--- src/rtl/acelp_pulse_enc_if.sv ---
// Bus bundle between the pulse encoder and its controller / scratch-memory port.
// Latency: n/a (wiring only).
// Backpressure: none; start is a single-cycle request, done a single-cycle pulse.
interface acelp_pulse_enc_if;
  logic        start;
  logic        done;
  logic [11:0] scratch_mem_read_addr;
  logic [31:0] scratch_mem_in;
  logic [15:0] index;
  logic [15:0] sign;
  logic        error;

  // Controller side: issues start, returns read data, consumes the result.
  modport master (
    output start,
    output scratch_mem_in,
    input  done,
    input  scratch_mem_read_addr,
    input  index,
    input  sign,
    input  error
  );

  // Encoder side.
  modport slave (
    input  start,
    input  scratch_mem_in,
    output done,
    output scratch_mem_read_addr,
    output index,
    output sign,
    output error
  );
endinterface

--- src/rtl/acelp_pulse_enc.sv ---
// Scans the 40-sample fixed-codebook vector and packs the 4 pulses into the 13-bit index + 4-bit sign word.
// Latency: done 42 cycles after start is sampled; 43-cycle back-to-back throughput.
// Backpressure: none; start is ignored outside IDLE, the result is held until the next done.
module acelp_pulse_enc #(
  parameter logic [11:0] CODE_ADDR = 12'd0,
  parameter int          L_SUBFR   = 40
) (
  input  logic              clk,
  input  logic              reset,
  acelp_pulse_enc_if.slave  bus
);

  localparam logic [1:0] IDLE  = 2'd0;
  localparam logic [1:0] SCAN  = 2'd1;
  localparam logic [1:0] DRAIN = 2'd2;
  localparam logic [1:0] DONE  = 2'd3;

  localparam logic [5:0] LAST_ADDR = 6'(L_SUBFR - 1);

  logic [1:0]  state;
  logic [5:0]  addr_cnt;
  logic        drain_cnt;

  // Read pipeline: an address issued this cycle has its data on
  // scratch_mem_in during the next cycle, consumed at the end of it.
  logic        issue;
  logic        data_vld;

  // Track / in-track position of the sample currently on scratch_mem_in.
  logic [2:0]  trk;
  logic [2:0]  pos_q;

  logic [12:0] idx_acc;
  logic [3:0]  sgn_acc;
  logic [3:0]  found;
  logic        err_acc;

  logic [15:0] smp;
  logic        is_pulse;
  logic        pol;
  logic [1:0]  slot;

  assign bus.scratch_mem_read_addr = CODE_ADDR + {6'd0, addr_cnt};

  // Address 39 is still driven in the first DRAIN cycle.
  assign issue = (state == SCAN) || ((state == DRAIN) && !drain_cnt);

  assign smp      = bus.scratch_mem_in[15:0];
  assign is_pulse = |smp;
  assign pol      = ~smp[15];
  // Tracks 3 and 4 share the last pulse slot.
  assign slot     = (trk >= 3'd3) ? 2'd3 : trk[1:0];

  // Sequencer: address counter and state transitions.
  always_ff @(posedge clk or posedge reset) begin
    if (reset) begin
      state     <= IDLE;
      addr_cnt  <= 6'd0;
      drain_cnt <= 1'b0;
    end else begin
      case (state)
        IDLE: begin
          if (bus.start) begin
            addr_cnt <= 6'd0;
            state    <= SCAN;
          end
        end
        SCAN: begin
          addr_cnt <= addr_cnt + 6'd1;
          if (addr_cnt == LAST_ADDR - 6'd1) begin
            state     <= DRAIN;
            drain_cnt <= 1'b0;
          end
        end
        DRAIN: begin
          drain_cnt <= 1'b1;
          if (drain_cnt) state <= DONE;
        end
        default: begin
          addr_cnt <= 6'd0;
          state    <= IDLE;
        end
      endcase
    end
  end

  // Data-valid flag aligned with scratch_mem_in.
  always_ff @(posedge clk or posedge reset) begin
    if (reset) data_vld <= 1'b0;
    else       data_vld <= issue;
  end

  // Pulse accumulation: per-slot position/sign fields, found flags, duplicate detection.
  always_ff @(posedge clk or posedge reset) begin
    if (reset) begin
      trk     <= 3'd0;
      pos_q   <= 3'd0;
      idx_acc <= 13'd0;
      sgn_acc <= 4'd0;
      found   <= 4'd0;
      err_acc <= 1'b0;
    end else if (state == IDLE && bus.start) begin
      trk     <= 3'd0;
      pos_q   <= 3'd0;
      idx_acc <= 13'd0;
      sgn_acc <= 4'd0;
      found   <= 4'd0;
      err_acc <= 1'b0;
    end else if (data_vld) begin
      if (trk == 3'd4) begin
        trk   <= 3'd0;
        pos_q <= pos_q + 3'd1;
      end else begin
        trk <= trk + 3'd1;
      end
      if (is_pulse) begin
        if (found[slot]) err_acc <= 1'b1;
        found[slot]   <= 1'b1;
        sgn_acc[slot] <= pol;
        case (trk)
          3'd0:    idx_acc[2:0]  <= pos_q;
          3'd1:    idx_acc[5:3]  <= pos_q;
          3'd2:    idx_acc[8:6]  <= pos_q;
          3'd3:    idx_acc[12:9] <= {pos_q, 1'b0};
          default: idx_acc[12:9] <= {pos_q, 1'b1};
        endcase
      end
    end
  end

  // Result registers, loaded once per scan on leaving DONE.
  always_ff @(posedge clk or posedge reset) begin
    if (reset) begin
      bus.done  <= 1'b0;
      bus.index <= 16'd0;
      bus.sign  <= 16'd0;
      bus.error <= 1'b0;
    end else if (state == DONE) begin
      bus.done  <= 1'b1;
      bus.index <= {3'b000, idx_acc};
      bus.sign  <= {12'd0, sgn_acc};
      bus.error <= err_acc | ~(&found);
    end else begin
      bus.done  <= 1'b0;
    end
  end

endmodule

--- src/flat_wrapper.sv ---
// flat-port wrapper written by rule: the top's interface ports become plain ports
module acelp_pulse_enc_flat 
#(
  parameter logic [11:0] CODE_ADDR = 12'd0,
  parameter int          L_SUBFR   = 40
)
  (clk, reset, bus_start, bus_scratch_mem_in, bus_done, bus_scratch_mem_read_addr, bus_index, bus_sign, bus_error);
  acelp_pulse_enc_if bus_i ();
  input  logic clk;
  input  logic reset;
  input wire logic [$bits(bus_i.start)-1:0] bus_start;
  input wire logic [$bits(bus_i.scratch_mem_in)-1:0] bus_scratch_mem_in;
  output wire logic [$bits(bus_i.done)-1:0] bus_done;
  output wire logic [$bits(bus_i.scratch_mem_read_addr)-1:0] bus_scratch_mem_read_addr;
  output wire logic [$bits(bus_i.index)-1:0] bus_index;
  output wire logic [$bits(bus_i.sign)-1:0] bus_sign;
  output wire logic [$bits(bus_i.error)-1:0] bus_error;
  assign bus_i.start = bus_start;
  assign bus_i.scratch_mem_in = bus_scratch_mem_in;
  assign bus_done = bus_i.done;
  assign bus_scratch_mem_read_addr = bus_i.scratch_mem_read_addr;
  assign bus_index = bus_i.index;
  assign bus_sign = bus_i.sign;
  assign bus_error = bus_i.error;
  acelp_pulse_enc #(.CODE_ADDR(CODE_ADDR), .L_SUBFR(L_SUBFR)) u_core (.clk(clk), .reset(reset), .bus(bus_i));
endmodule
--- config.mk ---
export PLATFORM = sky130hd
export DESIGN_NAME = acelp_pulse_enc_flat
export DESIGN_NICKNAME = d
export VERILOG_FILES = /design/src/rtl/acelp_pulse_enc_if.sv /design/src/rtl/acelp_pulse_enc.sv /design/src/flat_wrapper.sv
export SDC_FILE = /design/constraint.sdc
export NUM_CORES = 1
export LEC_CHECK = 0
export ABC_AREA = 0
export CAP_MARGIN = 20
export CORE_ASPECT_RATIO = 1.75
export CORE_MARGIN = 5
export CORE_UTILIZATION = 50
export CTS_BUF_LIST = sky130_fd_sc_hd__clkbuf_8
export DETAILED_ROUTE_END_ITERATION = 12
export GPL_ROUTABILITY_DRIVEN = 0
export PLACE_DENSITY = 0.83
export SYNTH_ARGS = -nofsm -noshare
export SYNTH_HDL_FRONTEND = slang
export SYNTH_SLANG_ARGS = --single-unit
--- constraint.sdc ---
create_clock -name clk -period 3.6 [get_ports clk]
set_input_delay 0.54 -clock clk [delete_from_list [all_inputs] [get_ports clk]]
set_output_delay 0.54 -clock clk [all_outputs]
set_load 0.01 [all_outputs]
==> results of run 1 <==
cell families after synthesis:
| family | share of synthesized area [%] |
|---|---|
| other | 0.132 |
| adder cells (fa/ha/maj) | 5.72 |
| XOR/XNOR | 0.617 |
| AO/OA/AOI/OAI | 7.22 |
| flip-flops | 50.2 |
| buffers and inverters | 8.72 |
| AND/OR/NAND/NOR | 13.1 |
| multiplexers | 14.3 |
worst reg2reg max path, stage by stage (launching register included):
cell	delay, ns
dfrtp_1	0.40
inv_1	0.09
ha_1	0.25
nand2_1	0.58
nand2_1	0.27
mux2i_1	0.21
layout make-up:
class	instances	area (um^2)	share of cell area, %
clock buffer	10	138	4.01
clock inverter	6	51.3	1.50
inverter	10	37.5	1.09
multi-input combinational	182	1240	36.2
sequential	57	1430	41.6
tap	76	95.1	2.77
timing repair buffer	44	438	12.8
metal layers:
metal	vias to the layer above	global-route usage [%]
met5	-	0
met4	0	8.27
met3	12	4.29
met2	35	28.9
met1	964	16.9
li1	941	-
cell usage after synthesis:
master / instances / area share (%)
buf_6: 2 / 0.79
clkbuf_1: 7 / 0.92
or3_1: 1 / 0.22
ha_1: 13 / 5.7
buf_1: 1 / 0.13
nand3_1: 9 / 1.6
o41a_1: 1 / 0.40
and3_2: 2 / 0.53
or2_2: 1 / 0.22
a21oi_1: 8 / 1.4
inv_1: 10 / 1.3
nand4_1: 3 / 0.66
mux2i_1: 18 / 6.3
and2_0: 2 / 0.44
or4_1: 3 / 0.79
o21a_1: 3 / 0.79
a22oi_1: 2 / 0.53
nand2_1: 29 / 3.8
a22o_1: 1 / 0.31
dfrtp_1: 57 / 50
o41ai_1: 1 / 0.31
conb_1: 1 / 0.13
buf_4: 21 / 5.5
or4_4: 1 / 0.40
a31oi_1: 1 / 0.22
nand4b_1: 1 / 0.31
xor2_1: 2 / 0.62
nor3b_1: 1 / 0.26
and3_4: 1 / 0.40
o21ai_0: 11 / 1.9
and2_1: 1 / 0.22
nand2b_1: 5 / 1.1
o31ai_1: 4 / 1.1
mux2_2: 20 / 7.9
o21bai_1: 1 / 0.26
nor2_1: 13 / 1.7
nor2b_1: 2 / 0.44
power by group:
part	internal [mW]	switching, mW
clock	0.328	0.236
sequential	0.848	0.152
combinational	0.483	0.464
worst paths after layout:
kind,start,endpoint,depth (start not counted)
worst max-delay path,bus_scratch_mem_in[1],u_core.found[0],5
worst min-delay path,u_core.idx_acc[3],u_core.bus.index[3],1
worst max register to register,u_core.state[0],u_core.idx_acc[12],5
worst min register to register,u_core.idx_acc[3],u_core.bus.index[3],1
max in group asynchronous,reset,u_core.sgn_acc[1],3
min in group asynchronous,reset,u_core.bus.done,2
registers in the layout, summed over array words and instances, names as in the netlist, 2 cells and up:
register / cells
u_core.addr_cnt: 6
u_core.bus.index: 13
u_core.bus.sign: 4
u_core.found: 4
u_core.idx_acc: 13
u_core.pos_q: 3
u_core.sgn_acc: 4
u_core.state: 2
u_core.trk: 3
stage by stage:
stage / cells / power (mW) / utilization, %
after global routing: 385 / 2.70 / 61.9
after CTS: 385 / 2.54 / 61.9
final: 385 / 2.51 / 61.9
after floorplan: 280 / 1.65 / -
after detailed placement: 369 / 1.97 / 58.5
after global placement: 369 / 1.93 / 58.5
==> reports/metrics.yaml, run 1 <==
finalCritPeriodShare_pct: 63.0
vdd_drop_max_uv: 361
layout_commonest_cell: "dfrtp_1"
grt_pass1_vias: 2002
required_ns: 3.82
syn_inst: 260
cp-start-kind: "primary input"
finalInstanceArea_um2: 3430
arrival_ns: 2.48
tightest_slew_ns: 0.838
setup_slack_ns: 1.33
syn_area_um2: 2840
initial_core_util_pct: 51.3
cts_hold_repair.buffers: 0
ys_seq_area_share_pct: 50.2
grt_first_pass_wirelength_um: 8910
firstDrtPassIters: 6
num_rows: 36
hold_path_class: "flop to flop"
synth_area_per_cell_um2: 10.9
holdWs_ns: 0.502
cts_tree: "yes"
core_um2: 5540
min_period_ns: 2.27
rsz0062_at_grt: "false"
finalSetupTns_ns: 0
ys_types: 37
globalRoute.totalOverflow: 0
clock-root-buffer: "clkbuf_8"
ys_seq_elements: 57
cp_top_family: "simple AND/OR/NAND/NOR gates"
critPathSlowestCell: "o41a_1"
drive_above_1_share_pct: 12.9
route.detailed.drc: 0
top_layer_used: "met4"
clock_skew_ns: 0.00533
hold_violations: 0
final_cell_mix: "dfrtp_1, clkdlybuf4s50_1, nand2_1, conb_1, mux2_2"
dieArea_um2: 7350
htree_levels: 3
cp_max_fo: 10
num-nets-final: 352
vias: 1952
insertedDiodeCount: 0
placed_area_um2: 3240
cts.reportedPaths.clkPinSlew_ns: 0.06
antenna_found_initial: 0
die_x_um: 67.0
fmax_mhz: 441
maxCapViolCount: 0
crit_chain: "clkdlybuf4s50_1 > or4_4 > o41a_1 > and3_2 > o21a_1"
drt_iter0_drc: 40
io_pins: 81
dpl.hpwl_um: 4040
p_leak_nw: 1.61
crit_buf_inv: 1
ant_nets: 0
grt_max_degree: 38
cts-resized-gates: 0
wl_per_cell_um: 13.7
clockBufferDepth: 2
maxSlewViolCount: 0
postCtsSetupRepairBufs: 0
clock_sinks: 57
setup_viol: 0
status: "finished, final reports clean"
routed_wirelength_um: 5290
reg2reg_slack_ns: 1.72
power_density_nw_per_um2: 733
place_ws_ns: 0.978
crit_path_end_kind: "flop"
via_per_inst: 5.07
max_stage_delay_ns: 0.57
area_growth_pct: 20.7
wl_met2_um: 3050
cts_buffers: 9
wl_met1_um: 1950
chipHeight_um: 110
critPathKind: "primary input to flop"
io_buffers: 43
num-fill-cells: 465
dr_wl_met3_um: 187
slew_headroom_pct: 44.1
ys_warn_count: 0
grt.total_usage_pct: 16.1
clkLatencyLatePin_ns: 0.33
(Power assumes the default switching activity.)
==> inputs of run 2 (changes only) <==
Settings changed: CORE_UTILIZATION 50 to 45, PLACE_DENSITY 0.83 to 0.79.
Clock period 3.6 ns to 1.9 ns, I/O delays scaled along.
==> run 2 against run 1 <==
Non-clock buffer count grew 10. Setup slack lost 1.3 ns. Register-to-register slack got worse by 1.6 ns. Count of clock-buffer cells in the layout increased by 1. Routed wire length rose by 6.0%. Hold slack got worse by 0.19 ns. Core utilization fell by 4.4 points. Sequential cell count unchanged. Clock power up 79%. Sequential power increased by 87%. Die area rose by 9.7%. Combinational power increased by 110%.
==> reports/metrics.yaml, run 2 (synthesized netlist as in run 1, its figures left out) <==
dpl.hpwl_um: 4070  # +0.52%
dieArea_um2: 8070  # +9.7%
cts_tree: "yes"
p_seq_share_pct: 38.6  # -1.2 points
final_cell_mix: "dfrtp_1, clkdlybuf4s50_1, nand2_1, conb_1, mux2_2"
min_period_ns: 1.88
crit_chain: "clkdlybuf4s50_1 > or4_4 > o41a_1 > and3_4 > o21a_1"
final_util_pct: 57.5  # -4.4 points
firstDrtPassIters: 4  # -2
cp_top_family: "simple AND/OR/NAND/NOR gates"
clock-root-buffer: "clkbuf_8"
critPathKind: "primary input to flop"
route.detailed.drc: 0  # unchanged
wl_per_cell_um: 14.0  # +2.0%
cts_buffers: 9  # unchanged
cp_max_fo: 5  # -5
p_leak_nw: 1.69  # +4.8%
vias: 2020  # +3.5%
maxCapViolCount: 0  # unchanged
power.switching_mw: 1.70  # +100%
fin_total_pwr_mw: 4.85  # +93%
num-nets-final: 363  # +3.1%
grt_max_degree: 58  # +53%
die_x_um: 70.1  # +4.6%
internal_power_mw: 3.14  # +90%
clockPowerShare_pct: 20.9  # -1.6 points
num-fill-cells: 538  # +16%
holdWs_ns: 0.317  # -0.185 ns
grt_first_pass_wirelength_um: 9280  # +4.1%
htree_levels: 3  # unchanged
cts.reportedPaths.clkPinSlew_ns: 0.07  # about the same
core_um2: 6180  # +12%
clkLatencyLatePin_ns: 0.34  # about the same
routed_wirelength_um: 5600  # +6.0%
cp-start-kind: "primary input"
arrival_ns: 2.11  # -0.37 ns
finalInstanceArea_um2: 3550  # +3.6%
hold_path_class: "primary input to asynchronous set/reset pin"
io_pins: 81  # unchanged
fmax_mhz: 533
chipHeight_um: 115  # +4.9%
io_buffers: 43  # unchanged
switching_share_pct: 35.1  # +1.2 points
status: "finished, final reports clean"
required_ns: 2.13  # -1.69 ns
num_rows: 38  # +5.6%
insertedDiodeCount: 0  # unchanged
maxSlewViolCount: 0  # unchanged
finalCritPeriodShare_pct: 98.8
crit_path_end_kind: "flop"
drive_above_1_share_pct: 18.4  # +5.5 points
tightest_slew_ns: 0.527  # -0.311 ns
clock_sinks: 57  # unchanged
placed_area_um2: 3320  # +2.4%
grt_pass1_vias: 2056  # +2.7%
critPathSlowestCell: "o41a_1"
layout_commonest_cell: "dfrtp_1"
slew_headroom_pct: 64.5  # +20 points
drt_iter0_drc: 73  # +83%
crit_buf_inv: 1  # unchanged
vdd_drop_max_uv: 685  # +90%
cts_hold_repair.buffers: 0  # unchanged
largestRegisters: "u_core.bus.index x13, u_core.idx_acc x13, u_core.addr_cnt x6"
ant_nets: 0  # unchanged
initial_core_util_pct: 46.0  # -5.3 points
area_growth_pct: 25.1
via_per_inst: 5.05  # -0.40%
pwr-share-comb_pct: 40.5  # +2.8 points
clock_skew_ns: 0.00771  # +0.00238 ns
hold_violations: 0  # unchanged
grt.total_usage_pct: 14.8  # -1.3 points
clockBufferDepth: 2  # unchanged
max_stage_delay_ns: 0.53  # -0.04 ns
globalRoute.totalOverflow: 0  # unchanged
power_density_nw_per_um2: 1360  # +86%
setup_viol: 0  # unchanged
antenna_found_initial: 0  # unchanged
finalSetupTns_ns: 0  # unchanged
[run 2: cell types whose count changed in the layout (fill, tap and decap cells not counted), sizes merged, moves of 2 or more]
cell           change
dlymetal6s2s       +3
clkdlybuf4s50     -11
dlygate4sd2        +8
buf               +10
inv                -3
clkinvlp           +2
[run 2: final cells by class]
cell class / instances / area, um^2 / share of cell area, %
clock buffer: 11 / 151 / 4.26
clock inverter: 5 / 30.0 / 0.845
inverter: 10 / 37.5 / 1.06
multi-input combinational: 183 / 1280 / 36.2
sequential: 57 / 1430 / 40.1
tap: 80 / 100 / 2.82
timing repair buffer: 54 / 523 / 14.7
[run 2: power groups by stage]
stage	Clock (mW)	Combinational, mW	Sequential [mW]
2_1_floorplan	0	1.24	1.90
3_3_place_gp	0	1.86	1.88
3_5_place_dp	0	1.92	1.90
6_report	1.01	1.96	1.87
5_1_grt	1.11	2.16	1.93
4_1_cts	1.04	1.98	1.88
[run 2: what timing repair did]
action,4_1_cts,5_1_grt
buffers inserted,1,1
endpoints found under the setup margin,17,1
gates cloned,1,0
resized for setup,16,3
pin swaps,6,3
[run 2: worst min-delay path: stages]
cell	delay, ns
clkdlybuf4s50_1	0.42
inv_2	0.07
buf_12	0.27
[run 2: final timing paths]
path,start,to,slack [ns],depth (start not counted)
setup / recovery,bus_scratch_mem_in[4],u_core.found[0],0.02,5
hold / removal,reset,u_core.bus.index[11],0.32,3
setup reg to reg,u_core.trk[0],u_core.err_acc,0.11,6
hold reg to reg,u_core.bus.sign[1],u_core.bus.sign[1],0.50,1
max in group asynchronous,reset,u_core.idx_acc[6],1.33,3
min in group clk,u_core.bus.sign[1],u_core.bus.sign[1],0.50,1
[run 2: metal layers]
metal	share of wire (%)	track usage, %	vias up
met1	35	14.2	993
met4	3.5	9.21	0
met2	57	27.5	46
li1	-	-	963
met3	4.4	4.29	18
met5	0	0	-
[run 2: through the flow]
stage / worst slack (ns) / instances
2_1_floorplan: 0.0217 / 280
3_3_place_gp: -0.429 / 381
3_5_place_dp: -0.453 / 381
4_1_cts: 0.00833 / 399
5_1_grt: -0.00874 / 400
6_report: 0.0222 / 400
==> inputs of run 3 (changes only) <==
Settings changed: CTS_CLUSTER_SIZE from default to 14, PLACE_DENSITY 0.79 to default, PLACE_DENSITY_LB_ADDON from default to 0.3.
Clock period 1.9 ns to 1.61 ns, I/O delays scaled along.
==> run 3 against run 2 <==
Routed wire length rose by 1.9%. Hold slack improved by 0.011 ns. Critical path depth did not move. Die area did not move. Cell area rose by 2.1%. Core utilization rose by 1.2 points. Sequential cell count did not move. Largest cell class unchanged. Clock skew fell by 0.0019 ns. Critical endpoint unchanged. Non-clock buffer count rose by 7. Largest power group unchanged. Setup slack got worse by 0.0014 ns. Clock power rose by 25%.
==> reports/metrics.yaml, run 3 (synthesized netlist as in run 1, its figures left out) <==
grt_pass1_vias: 2101  # +2.2%
route.detailed.drc: 0  # unchanged
wl_per_cell_um: 14.0  # +0.12%
largestRegisters: "u_core.bus.index x13, u_core.idx_acc x13, u_core.addr_cnt x6"
fin_total_pwr_mw: 6.00  # +24%
antenna_found_initial: 0  # unchanged
path_depth: 5  # unchanged
core_um2: 6180  # unchanged
min_period_ns: 1.59
status: "finished, final reports clean"
cts.reportedPaths.clkPinSlew_ns: 0.06  # about the same
setup_viol: 0  # unchanged
ant_nets: 0  # unchanged
critPathSlowestCell: "or4_4"
num-nets-final: 370  # +1.9%
maxCapViolCount: 0  # unchanged
maxSlewViolCount: 0  # unchanged
layout_commonest_cell: "dfrtp_1"
multi_input_area_um2: 1330  # +3.5%
cts_buffers: 9  # unchanged
clock_sinks: 57  # unchanged
firstDrtPassIters: 4  # unchanged
rsz0062_at_grt: "true"
vdd_drop_max_uv: 969  # +41%
clock-root-buffer: "clkbuf_8"
arrival_ns: 1.82  # -0.29 ns
insertedDiodeCount: 0  # unchanged
p_leak_nw: 1.73  # +2.0%
drive_above_1_share_pct: 25.4  # +6.9 points
final_cell_mix: "dfrtp_1, nand2_1, clkdlybuf4s50_1, conb_1, mux2_2"
seq_area_um2: 1430  # +0.18%
cp-start-kind: "primary input"
dieArea_um2: 8070  # unchanged
clockBufferDepth: 2  # unchanged
cts_hold_repair.buffers: 0  # unchanged
cp_max_fo: 5  # unchanged
crit_path_end_kind: "flop"
htree_levels: 3  # unchanged
dpl.hpwl_um: 4050  # -0.45%
via_per_inst: 5.00  # -0.99%
crit_buf_inv: 1  # unchanged
routed_wirelength_um: 5710  # +1.9%
reg2reg_depth: 6  # unchanged
grt_first_pass_wirelength_um: 9630  # +3.7%
cts_tree: "yes"
drt_iter0_drc: 99  # +36%
hold_violations: 0  # unchanged
setup_slack_ns: 0.0207  # -0.00145 ns
io_buffers: 43  # unchanged
cp_top_family: "simple AND/OR/NAND/NOR gates"
hold_path_class: "primary input to asynchronous set/reset pin"
num-fill-cells: 559  # +3.9%
initial_core_util_pct: 46.0  # unchanged
critPathKind: "primary input to flop"
crit_chain: "buf_6 > or4_4 > o41a_1 > and3_4 > o21a_1"
die_x_um: 70.1  # unchanged
required_ns: 1.84  # -0.29 ns
max_stage_delay_ns: 0.55  # +0.02 ns
fmax_mhz: 629
grt.total_usage_pct: 15.4  # +0.60 points
place_ws_ns: -0.705  # -0.251 ns
finalCritPeriodShare_pct: 98.7
globalRoute.totalOverflow: 0  # unchanged
grt_max_degree: 58  # unchanged
clock_skew_ns: 0.00580  # -0.00191 ns
vias: 2035  # +0.74%
area_growth_pct: 27.7
power_density_nw_per_um2: 1650  # +21%
num_rows: 38  # unchanged
io_pins: 81  # unchanged
clkLatencyLatePin_ns: 0.34  # about the same
chipHeight_um: 115  # unchanged
==> run 3: changes by cell type in the layout (fill, tap and decap cells not counted), moves of 4 or more <==
| cell | change |
|---|---|
| buf_2 | +6 |
| buf_4 | +6 |
| clkbuf_2 | +4 |
| clkdlybuf4s15_1 | +4 |
| clkdlybuf4s50_1 | -7 |
| dlygate4sd2_1 | -6 |
| o21ai_0 | -4 |
| o21ai_1 | +4 |
==> run 3: tightest hold or removal path: stages <==
cell and delay, ns:
clkdlybuf4s50_1 0.44, clkinvlp_4 0.10, buf_12 0.27
==> run 3: area by class of cell <==
cell class              instances  area share [%]
flip-flops and latches         57            39.4
multi-input cells             183            36.6
repair buffers                 61            14.9
clock buffers                  10            3.79
well taps                      80            2.76
clock inverters                 6            1.41
inverters                      10            1.14
==> run 3: per-layer routing <==
layer	vias to the layer above	part of all wire [%]	GRT usage [%]
li1	980	-	-
met1	1003	36	15.3
met2	37	57	28.4
met3	15	3.6	3.50
met4	0	3.4	10.2
met5	-	0	0
==> run 3: timing repair <==
item | CTS | global route
cloned | 1 | 0
buffers inserted | 0 | 3
pin swaps | 11 | 10
resized for setup | 50 | 19
setup endpoints to repair | 24 | 25
==> run 3: final timing paths <==
check                                            start                   end  slack (ns)
worst min-delay path                             reset  u_core.bus.index[12]        0.33
max in group asynchronous                        reset    u_core.addr_cnt[2]        1.02
worst min register to register     u_core.bus.index[1]   u_core.bus.index[1]        0.50
worst max-delay path            bus_scratch_mem_in[11]       u_core.found[0]        0.02
min in group clk                bus_scratch_mem_in[15]     u_core.sgn_acc[3]        0.34
worst max register to register           u_core.trk[1]        u_core.err_acc        0.08
==> run 3: where the power goes <==
| part | leakage, nW | switching, mW | internal, mW |
|---|---|---|---|
| Combinational | 0.886 | 1.26 | 1.34 |
| Sequential | 0.731 | 0.255 | 1.90 |
| Clock | 0.110 | 0.525 | 0.733 |
==> run 3: stage by stage <==
stage | TNS [ns] | utilization (%) | cell area, um^2 | cells | hold slack, ns
6_report | 0 | 58.7 | 3630 | 407 | 0.327
5_1_grt | -0.0757 | 58.7 | 3630 | 407 | 0.369
4_1_cts | -0.000769 | 58.0 | 3580 | 404 | 0.331
3_5_place_dp | -13.74 | 54.8 | 3390 | 387 | 0.495
3_3_place_gp | -13.59 | 54.8 | 3390 | 387 | 0.488
2_1_floorplan | -2.42 | - | 2930 | 280 | 0.328
